`config.mk`:
```
export PLATFORM = sky130hd
export DESIGN_NAME = fpu_op_sequencer
export DESIGN_NICKNAME = d
export VERILOG_FILES = /design/src/rtl/fpu_pkg.sv /design/src/rtl/fpu_cmd_fifo.sv /design/src/rtl/fpu_op_sequencer.sv
export SDC_FILE = /design/constraint.sdc
export NUM_CORES = 1
export LEC_CHECK = 0
export BUFFER_PORTS_ARGS = -buffer_cell sky130_fd_sc_hd__buf_4
export CAP_MARGIN = 15
export CORE_MARGIN = 3
export CORE_UTILIZATION = 30
export DETAILED_ROUTE_END_ITERATION = 6
export PLACE_DENSITY = 0.55
export SLEW_MARGIN = 30
export SYNTH_ARGS = -nofsm -noshare
export SYNTH_HDL_FRONTEND = slang
export SYNTH_SLANG_ARGS = --single-unit
```
`constraint.sdc`:
```
create_clock -name clk -period 3.8 [get_ports clk]
set_input_delay 0.19 -clock clk [delete_from_list [all_inputs] [get_ports clk]]
set_output_delay 0.19 -clock clk [all_outputs]
set_load 0.01 [all_outputs]
```
`src/rtl/fpu_pkg.sv`:
```
// Shared definitions for the FPU command front-end: opcodes, FSM states,
// flag indices, IEEE-754 single field widths and the command record.
package fpu_pkg;

  localparam int unsigned WORD_W = 32;
  localparam int unsigned EXP_W  = 8;
  localparam int unsigned MANT_W = 23;
  localparam int unsigned OP_W   = 4;
  localparam int unsigned CMD_W  = 2 * WORD_W + OP_W;

  localparam logic [OP_W-1:0] OP_ADD = 4'd0;
  localparam logic [OP_W-1:0] OP_SUB = 4'd1;
  localparam logic [OP_W-1:0] OP_MUL = 4'd2;
  localparam logic [OP_W-1:0] OP_DIV = 4'd3;

  localparam int unsigned FLAG_ZERO   = 0;
  localparam int unsigned FLAG_INF    = 1;
  localparam int unsigned FLAG_NAN    = 2;
  localparam int unsigned FLAG_BAD_OP = 3;

  typedef enum logic [1:0] {
    ST_IDLE,
    ST_ISSUE,
    ST_HOLD
  } seq_state_e;

  typedef struct packed {
    logic [WORD_W-1:0] num1;
    logic [WORD_W-1:0] num2;
    logic [OP_W-1:0]   op;
  } fpu_cmd_t;

  // Denormals (exp==0, mant!=0) deliberately do not count as zero.
  function automatic logic [3:0] classify(input logic [EXP_W-1:0]  exp_f,
                                          input logic [MANT_W-1:0] mant_f,
                                          input logic [OP_W-1:0]   op);
    logic [3:0] f;
    f = '0;
    f[FLAG_NAN]    = (exp_f == '1) && (mant_f != '0);
    f[FLAG_INF]    = (exp_f == '1) && (mant_f == '0);
    f[FLAG_ZERO]   = (exp_f == '0) && (mant_f == '0);
    f[FLAG_BAD_OP] = (op > OP_DIV);
    return f;
  endfunction

endpackage

```
`src/rtl/fpu_cmd_fifo.sv`:
```
// Synchronous command FIFO (DEPTH x W) with full/empty flags and
// asynchronous active-low reset; the head entry is presented combinationally.
module fpu_cmd_fifo
  import fpu_pkg::*;
#(
  parameter int unsigned DEPTH = 4,
  parameter int unsigned W     = CMD_W
) (
  input  logic         clk,
  input  logic         rst,
  input  logic         push,
  input  logic [W-1:0] push_data,
  input  logic         pop,
  output logic [W-1:0] pop_data,
  output logic         full,
  output logic         empty
);

  localparam int unsigned PTR_W = $clog2(DEPTH);
  localparam int unsigned CNT_W = PTR_W + 1;

  logic [W-1:0]     mem [DEPTH];
  logic [PTR_W-1:0] wr_ptr;
  logic [PTR_W-1:0] rd_ptr;
  logic [CNT_W-1:0] count;
  logic             do_push;
  logic             do_pop;

  always_comb begin
    full     = (count == CNT_W'(DEPTH));
    empty    = (count == '0);
    do_push  = push && !full;
    do_pop   = pop && !empty;
    pop_data = mem[rd_ptr];
  end

  always_ff @(posedge clk) begin
    if (do_push) mem[wr_ptr] <= push_data;
  end

  always_ff @(posedge clk or negedge rst) begin
    if (!rst) begin
      wr_ptr <= '0;
      rd_ptr <= '0;
      count  <= '0;
    end else begin
      if (do_push) wr_ptr <= wr_ptr + PTR_W'(1);
      if (do_pop)  rd_ptr <= rd_ptr + PTR_W'(1);
      case ({do_push, do_pop})
        2'b10:   count <= count + CNT_W'(1);
        2'b01:   count <= count - CNT_W'(1);
        default: count <= count;
      endcase
    end
  end

endmodule

```
`src/rtl/fpu_op_sequencer.sv`:
```
// Command front-end for the combinational FPU: queues commands, holds operands
// for SETTLE cycles, then captures a back-pressurable result. FPU_SEQ_FLAGS_EN adds out_flags.
module fpu_op_sequencer
  import fpu_pkg::*;
#(
  parameter int unsigned DEPTH  = 4,
  parameter int unsigned SETTLE = 2
) (
  input  logic              clk,
  input  logic              rst,
  input  logic              in_valid,
  output logic              in_ready,
  input  logic [WORD_W-1:0] in_num1,
  input  logic [WORD_W-1:0] in_num2,
  input  logic [OP_W-1:0]   in_op,
  output logic [WORD_W-1:0] fpu_num1,
  output logic [WORD_W-1:0] fpu_num2,
  output logic [OP_W-1:0]   fpu_op,
  input  logic [WORD_W-1:0] fpu_result,
  output logic              out_valid,
  input  logic              out_ready,
  output logic [WORD_W-1:0] out_result,
  output logic [OP_W-1:0]   out_op
`ifdef FPU_SEQ_FLAGS_EN
  ,
  output logic [3:0]        out_flags
`endif
);

  localparam int unsigned CNT_W = (SETTLE > 1) ? $clog2(SETTLE) : 1;

  seq_state_e       state;
  logic [CNT_W-1:0] settle_cnt;
  fpu_cmd_t         in_cmd;
  fpu_cmd_t         head_cmd;
  logic             fifo_full;
  logic             fifo_empty;
  logic             pop;

  always_comb begin
    in_cmd      = '0;
    in_cmd.num1 = in_num1;
    in_cmd.num2 = in_num2;
    in_cmd.op   = in_op;
    in_ready    = !fifo_full;
    pop = !fifo_empty &&
          ((state == ST_IDLE) || ((state == ST_HOLD) && out_ready));
  end

  fpu_cmd_fifo #(
    .DEPTH (DEPTH),
    .W     (CMD_W)
  ) u_fifo (
    .clk       (clk),
    .rst       (rst),
    .push      (in_valid),
    .push_data (in_cmd),
    .pop       (pop),
    .pop_data  (head_cmd),
    .full      (fifo_full),
    .empty     (fifo_empty)
  );

  always_ff @(posedge clk or negedge rst) begin
    if (!rst) begin
      state      <= ST_IDLE;
      settle_cnt <= '0;
      fpu_num1   <= '0;
      fpu_num2   <= '0;
      fpu_op     <= '0;
      out_valid  <= 1'b0;
      out_result <= '0;
      out_op     <= '0;
`ifdef FPU_SEQ_FLAGS_EN
      out_flags  <= '0;
`endif
    end else begin
      case (state)
        ST_IDLE: begin
          if (pop) begin
            fpu_num1   <= head_cmd.num1;
            fpu_num2   <= head_cmd.num2;
            fpu_op     <= head_cmd.op;
            settle_cnt <= CNT_W'(SETTLE - 1);
            state      <= ST_ISSUE;
          end
        end
        ST_ISSUE: begin
          if (settle_cnt == '0) begin
            out_result <= fpu_result;
            out_op     <= fpu_op;
            out_valid  <= 1'b1;
`ifdef FPU_SEQ_FLAGS_EN
            out_flags  <= classify(fpu_result[WORD_W-2 -: EXP_W],
                                   fpu_result[MANT_W-1:0], fpu_op);
`endif
            state      <= ST_HOLD;
          end else begin
            settle_cnt <= settle_cnt - CNT_W'(1);
          end
        end
        ST_HOLD: begin
          // Consuming the result and issuing the next command share one edge.
          if (out_ready) begin
            out_valid <= 1'b0;
            if (pop) begin
              fpu_num1   <= head_cmd.num1;
              fpu_num2   <= head_cmd.num2;
              fpu_op     <= head_cmd.op;
              settle_cnt <= CNT_W'(SETTLE - 1);
              state      <= ST_ISSUE;
            end else begin
              state      <= ST_IDLE;
            end
          end
        end
        default: state <= ST_IDLE;
      endcase
    end
  end

endmodule

```
# Yosys cells after proc, flatten, opt, wreduce, memory -nomap -nowiden
# Memory sizes are Yosys's and may differ from the RTL's.
# Index checks and enable logic that the tools add are counted.
# word_totals
regBits	115
in_bits	104
out_inout_bits	106
mem_bits_rw	272
mem_count	1
word_cells	68
# mem_list
name	words	word_bits	rd	rd_ports_with_merged_regs	write_ports	line_no	source
u_fifo.mem	4	68	1	0	1	fpu_cmd_fifo.sv:22	logic [W-1:0] mem [DEPTH];
# classes
add_sub_neg	5
n_reduce_logical	18
muxes	24
bitwise_logic	1
n_eq_ne	8
# op_table
op	count
32-bit 2-to-1 mux	4
32-bit one-hot mux with 2 select lines	2
1-bit 2-to-1 mux	8
4-bit 2-to-1 mux	2
4-bit one-hot mux with 2 select lines	1
2-bit 2-to-1 mux	3
2-bit one-hot mux with 3 select lines	1
3-bit one-hot mux with 2 select lines	1
2-bit AND reduction	3
3-bit AND reduction	2
2-bit nonzero test	3
2-bit by 1-bit adder with 2-bit output (second input constant)	2
2-bit by 1-bit equality test with 1-bit output (second input constant)	2
2-bit equality test (second input constant)	2
1-bit logical AND	4
2-bit != test (second input constant)	2
3-bit by 1-bit adder with 3-bit output (second input constant)	1
3-bit equality test (second input constant)	1
3-bit logical NOT	1
1-bit one-hot mux with 3 select lines	1
3-bit nonzero test	1
3-bit by 1-bit subtractor with 3-bit output (second input constant)	1
1-bit logical NOT	2
2-bit logical NOT	1
5 further kinds	5

# Depth between registers and ports, before layout
# logic_depth
word_depth	7
ltp_mapped	8
depth_no_buf	8

# Hierarchy
# From an unflattened synthesis, not the netlist that was laid out.
# unflattened
hier_cells	634
hier_area_um2	14725.4
# modules_own_cells
mod	area_per_inst_um2	cells_per_inst	seq_area_each_um2	n_inst
fpu_cmd_fifo	10318.6	394	8343.0	1
fpu_op_sequencer	4406.7	240	2702.6	1

# Least setup slack after synthesis
# Ideal clock, no wire load.
# synth_path
path_type	register -> register
start	reg u_fifo.count[2]
end	mem u_fifo.mem[0][0] in the netlist's numbering, enable pin
path_buffers	0
path_stages_with_launch	3
setup_ns	0.434
t_required_ns	3.366
path_slack_ns	1.028
arrival_time_ns	2.338
synth_period_minus_slack_ns	2.772
path_cell_list	dfrtp_1 -> or3b_1 -> and3_1
# synth_between
elab_chain_cells	5
# synth_lines
element	line_no	source
from (decl)	fpu_cmd_fifo.sv:25	logic [CNT_W-1:0] count;
from (signal assigned)	fpu_cmd_fifo.sv:50	2'b10: count <= count + CNT_W'(1);
from (signal assigned)	fpu_cmd_fifo.sv:51	2'b01: count <= count - CNT_W'(1);
from (signal assigned)	fpu_cmd_fifo.sv:52	default: count <= count;
3-bit equality test	fpu_cmd_fifo.sv:30	full = (count == CNT_W'(DEPTH));
1-bit logical NOT	--	
named net in_ready	fpu_op_sequencer.sv:12	output logic in_ready,
1-bit logical AND	fpu_cmd_fifo.sv:32	do_push = push && !full;
1-bit 2-to-1 mux	fpu_cmd_fifo.sv:38	if (do_push) mem[wr_ptr] <= push_data;
1-bit 2-to-1 mux (implied by the code)	fpu_cmd_fifo.sv:38	
to (decl)	fpu_cmd_fifo.sv:22	
# The timed path passes the listed nets, and every way through them passes these cells.

# Final worst setup path
# layout_path
start	reg state[1]
end	reg fpu_num1[6]
# layout_between
elab_chain_cells	7
elab_cells_between_ends	11
cone_classes	eq/ne (2); mux (3); reduce/logical (6)
# layout_lines
element	line_no	source
from (decl)	fpu_op_sequencer.sv:32	seq_state_e state;
from (signal assigned)	fpu_op_sequencer.sv:66	state <= ST_IDLE;
from (signal assigned)	fpu_op_sequencer.sv:85	state <= ST_ISSUE;
from (signal assigned)	fpu_op_sequencer.sv:97	state <= ST_HOLD;
2-bit equality test	fpu_op_sequencer.sv:47, fpu_op_sequencer.sv:78	
1-bit logical AND	fpu_op_sequencer.sv:47	((state == ST_IDLE) || ((state == ST_HOLD) && out_ready));
1-bit logical OR	fpu_op_sequencer.sv:47	
1-bit logical AND	fpu_op_sequencer.sv:46	pop = !fifo_empty &&
32-bit 2-to-1 mux (2 in series)	--	
32-bit one-hot mux with 2 select lines	fpu_op_sequencer.sv:78	case (state)
to (signal assigned)	fpu_op_sequencer.sv:81	fpu_num1 <= head_cmd.num1;
to (signal assigned)	fpu_op_sequencer.sv:107	fpu_num1 <= head_cmd.num1;
to (decl)	fpu_op_sequencer.sv:16	output logic [WORD_W-1:0] fpu_num1,
# Several ways; a longest one is shown, not always the timed one. The select of a mux whose other input is x is not followed.
# A chain may end at the register's enable or synchronous reset.

==> summary.md <==
| Metric | Value |
|---|---|
| Initial Util | `a little under a third` |
| Syn. warnings | `0` |
| Longest Clk Path Bufs | `3` |
| Endpoints failing setup | `0` |
| CP peak stage delay | `approximately 0.65 ns` |
| I/O Buffers | `roughly 210` |
| CP Data Arrival Time | `roughly 2.9 ns` |
| Slew margin rel. | `between 40% and 50%` |
| Placement Rows | `slightly below 80` |
| Number of remaining DRC errors | `0` |
| # nets final | `between 1000 and 1500` |
| Initial antenna violation count | `2` |
| Syn Nets | `~730` |
| Setup Skew | `around 0.012 ns` |
| WL per Instance | `18.9 µm` |
| Crit path max-delay family | `buffers and inverters` |
| Num CTS Buffers | `43` |
| Die ar. | `a little over 50000 µm²` |
| Gpl congestion | `between 0.6 and 0.7` |
| Slowest-stage cell, CP | `buf_4` |
| Synth Instances | `about 620` |
| Post-Route Utilization | `41.0%` |
| H-Tree Depth | `2` |
| Critical path fanouts, max | `36` |
| Clk slew on worst S/H paths | `about 0.06 ns` |
| Final Max Slew Viols | `0` |
| Main synth FF type | `edfxtp_1` |
| Hold WS | `around 0.21 ns` |
| Status | `finished, final reports clean` |
| DRT Wirelength | `between 30 and 40 mm` |
| Final Total Pwr | `0.0158 W` |
| CP bufs+invs | `2` |
| Clk Tree Root Cell | `clkbuf_16` |
| Setup TNS | `0 ns` |
| Hold Crit Class | `input port to asynchronous set/reset pin` |
| P per Cell Area | `about 800 nW/µm²` |
| Cell taking the most area after synthesis | `edfxtp_1` |
| Count leader, synth | `edfxtp_1` |
| Number of enable flip-flop cells after synthesis | `around 270` |
| Worst skew pair latency | `between 0.5 and 0.6 ns` |
| Crit path cell chain | `nor2b_1 > nor3_4 > buf_4 > buf_4 > mux2_2` |
| Register area share after synthesis | `roughly three quarters` |
| Endpoint class of the critical path | `register` |
| FMAX | `a little over 0.4 GHz` |
| Distinct cells, synth | `29` |
| R2r endpoint | `fpu_num1[6]` |
| RSZ-0062 raised after global routing | `false` |
| Critical Path Start Type | `register` |
| Max IR drop VDD | `between 0.4 and 0.5 mV` |
| IO Pins | `210` |
| CP required | `4.23 ns` |
| Die height | `225 µm` |
| Synthesized area | `14400 µm²` |
| Vias | `7117` |
| Mean post-synth cell area | `about 23 µm²` |
| CP most frequent cell | `buf_4` |
| Crit path kind | `register to register` |
| Core Box Area | `47000 µm²` |
| Part of the cycle the worst path needs | `approximately two thirds` |
| Total gr overflow | `0` |
| DP HPWL | `approximately 18 mm` |
| Async SR Flop Fraction | `between 20% and 30%` |
| Largest net degree at the start of global routing | `67` |
| Post-cts resize count | `0` |
| Most area-consuming cells after synthesis | `edfxtp_1 (57%), dfrtp_1 (20%), mux4_2 (11%)` |
| Post-CTS setup buffers | `0` |
| Static Leakage | `between 7 and 8 nW` |
| DR pass1 iterations | `4` |
| R2r setup slk | `between 1 and 1.5 ns` |
| Measured slew at the worst slew-check pin | `0.868 ns` |
| Min cycle time layout | `about 2.5 ns` |
| Overall Global Routing Usage | `12.2%` |
| Synth top cells by count | `edfxtp_1 (272), dfrtp_1 (115), mux2_2 (81)` |
| Hold Fails Final Rpt | `0` |
| R2R cell count | `5` |
| Clock sink count | `slightly below 400` |
| TritonCTS clock tree | `yes` |
| Drt initial violations | `320` |
| # Max-Cap Violations | `0` |
| RR Startpoint | `state[1]` |
| Vias in the first global route | `approximately 7700` |
| Die W | `approximately 220 µm` |
| Synth top area share | `~57%` |
| Share of cells above drive strength 1 | `a little under half` |
| ANT nets after route | `0` |
| P&R area growth vs syn | `33.8%` |
| Yosys reg bits | `between 300 and 400` |
| Drt via density | `4.41` |
| First-pass GRT wire length | `between 40 and 50 mm` |
layout make-up:
cell class	count	area, µm²
diodes	2	5.00
clock buffers	54	1160
clock inverters	26	339
fillers	4137	27700
inverters	4	15.0
multi-input cells	207	3100
flip-flops and latches	387	11100
well taps	607	759
repair buffers	328	2800
through the flow:
step	instances	setup slack (ns)	instance area [µm²]
after global routing	1615	1.13	19200
after CTS	1613	1.27	19200
after global placement	1426	1.32	16600
after floorplan	624	1.03	14400
after detailed placement	1430	1.27	16700
final	1615	1.32	19200
cell families after synthesis:
family	count (synthesis)	share of synthesized area (%)
multiplexers	175	19.5
flip-flops	387	76.9
AO/OA/AOI/OAI	3	0.139
buffers and inverters	30	1.69
AND/OR/NAND/NOR	17	0.836
adder cells (fa/ha/maj)	6	0.575
XOR/XNOR	6	0.366
repair_timing:
item / CTS / global route
hold buffers: 103 / 0
setup endpoints to repair: 0 / 0
endpoints found under the hold margin: 370 / 0
metal layers:
metal / wire length (µm) / share of wire (%) / global-route usage, %
met3: 1740 / 5.7 / 2.94
met2: 14500 / 48 / 19.7
met1: 13600 / 44 / 16.3
met4: 666 / 2.2 / 4.12
met5: 0 / 0 / 0
how the worst max path moves through the flow:
stage	slack, ns	start	endpoint	depth (start not counted)
detailed placement	1.27	state[1]	fpu_num1[31]	5
global route	1.13	u_fifo.count[0]	fpu_num1[6]	5
CTS	1.27	u_fifo.count[0]	fpu_num1[2]	5
finish	1.32	state[1]	fpu_num1[6]	5
global placement	1.32	state[1]	fpu_op[2]	5
floorplan	1.03	u_fifo.count[2]	u_fifo.mem[0][0]	2
state kept, by name, indices dropped and copies added (netlist names):
| signal | cells |
|---|---|
| fpu_num1 | 32 |
| fpu_num2 | 32 |
| fpu_op | 4 |
| out_op | 4 |
| out_result | 32 |
| out_valid | 1 |
| settle_cnt | 1 |
| state | 2 |
| u_fifo.count | 3 |
| u_fifo.mem | 272 |
| u_fifo.rd_ptr | 2 |
| u_fifo.wr_ptr | 2 |
where the power goes:
| group | internal [W] | switching [W] |
|---|---|---|
| Combinational | 0.00279 | 0.00204 |
| Sequential | 0.00585 | 0.000752 |
| Clock | 0.00271 | 0.00166 |
cells in the final DEF (no fill, tap or decap), types with 2 or more instances in the layout:
cell           Yosys  routed
clkbuf_8           0       4
dlygate4sd3_1      0     103
mux2_2            81      81
ha_1               5       5
clkbuf_1           5       7
dfrtp_1          115     113
edfxtp_1         272     272
buf_16             0       3
clkinv_1           0       4
nor2_1             4       4
xnor2_1            3       3
bufinv_16          0       8
mux2_1             7       7
mux4_2            68      68
mux2_4            19      19
buf_4              4     219
xor2_1             3       3
dfrtp_4            0       2
inv_1              4       4
and3_4             0       4
inv_6              0       3
clkinv_2           0      10
clkbuf_16          0      43
diode_2            0       2
Note: power is estimated with default switching activity, not from simulation.
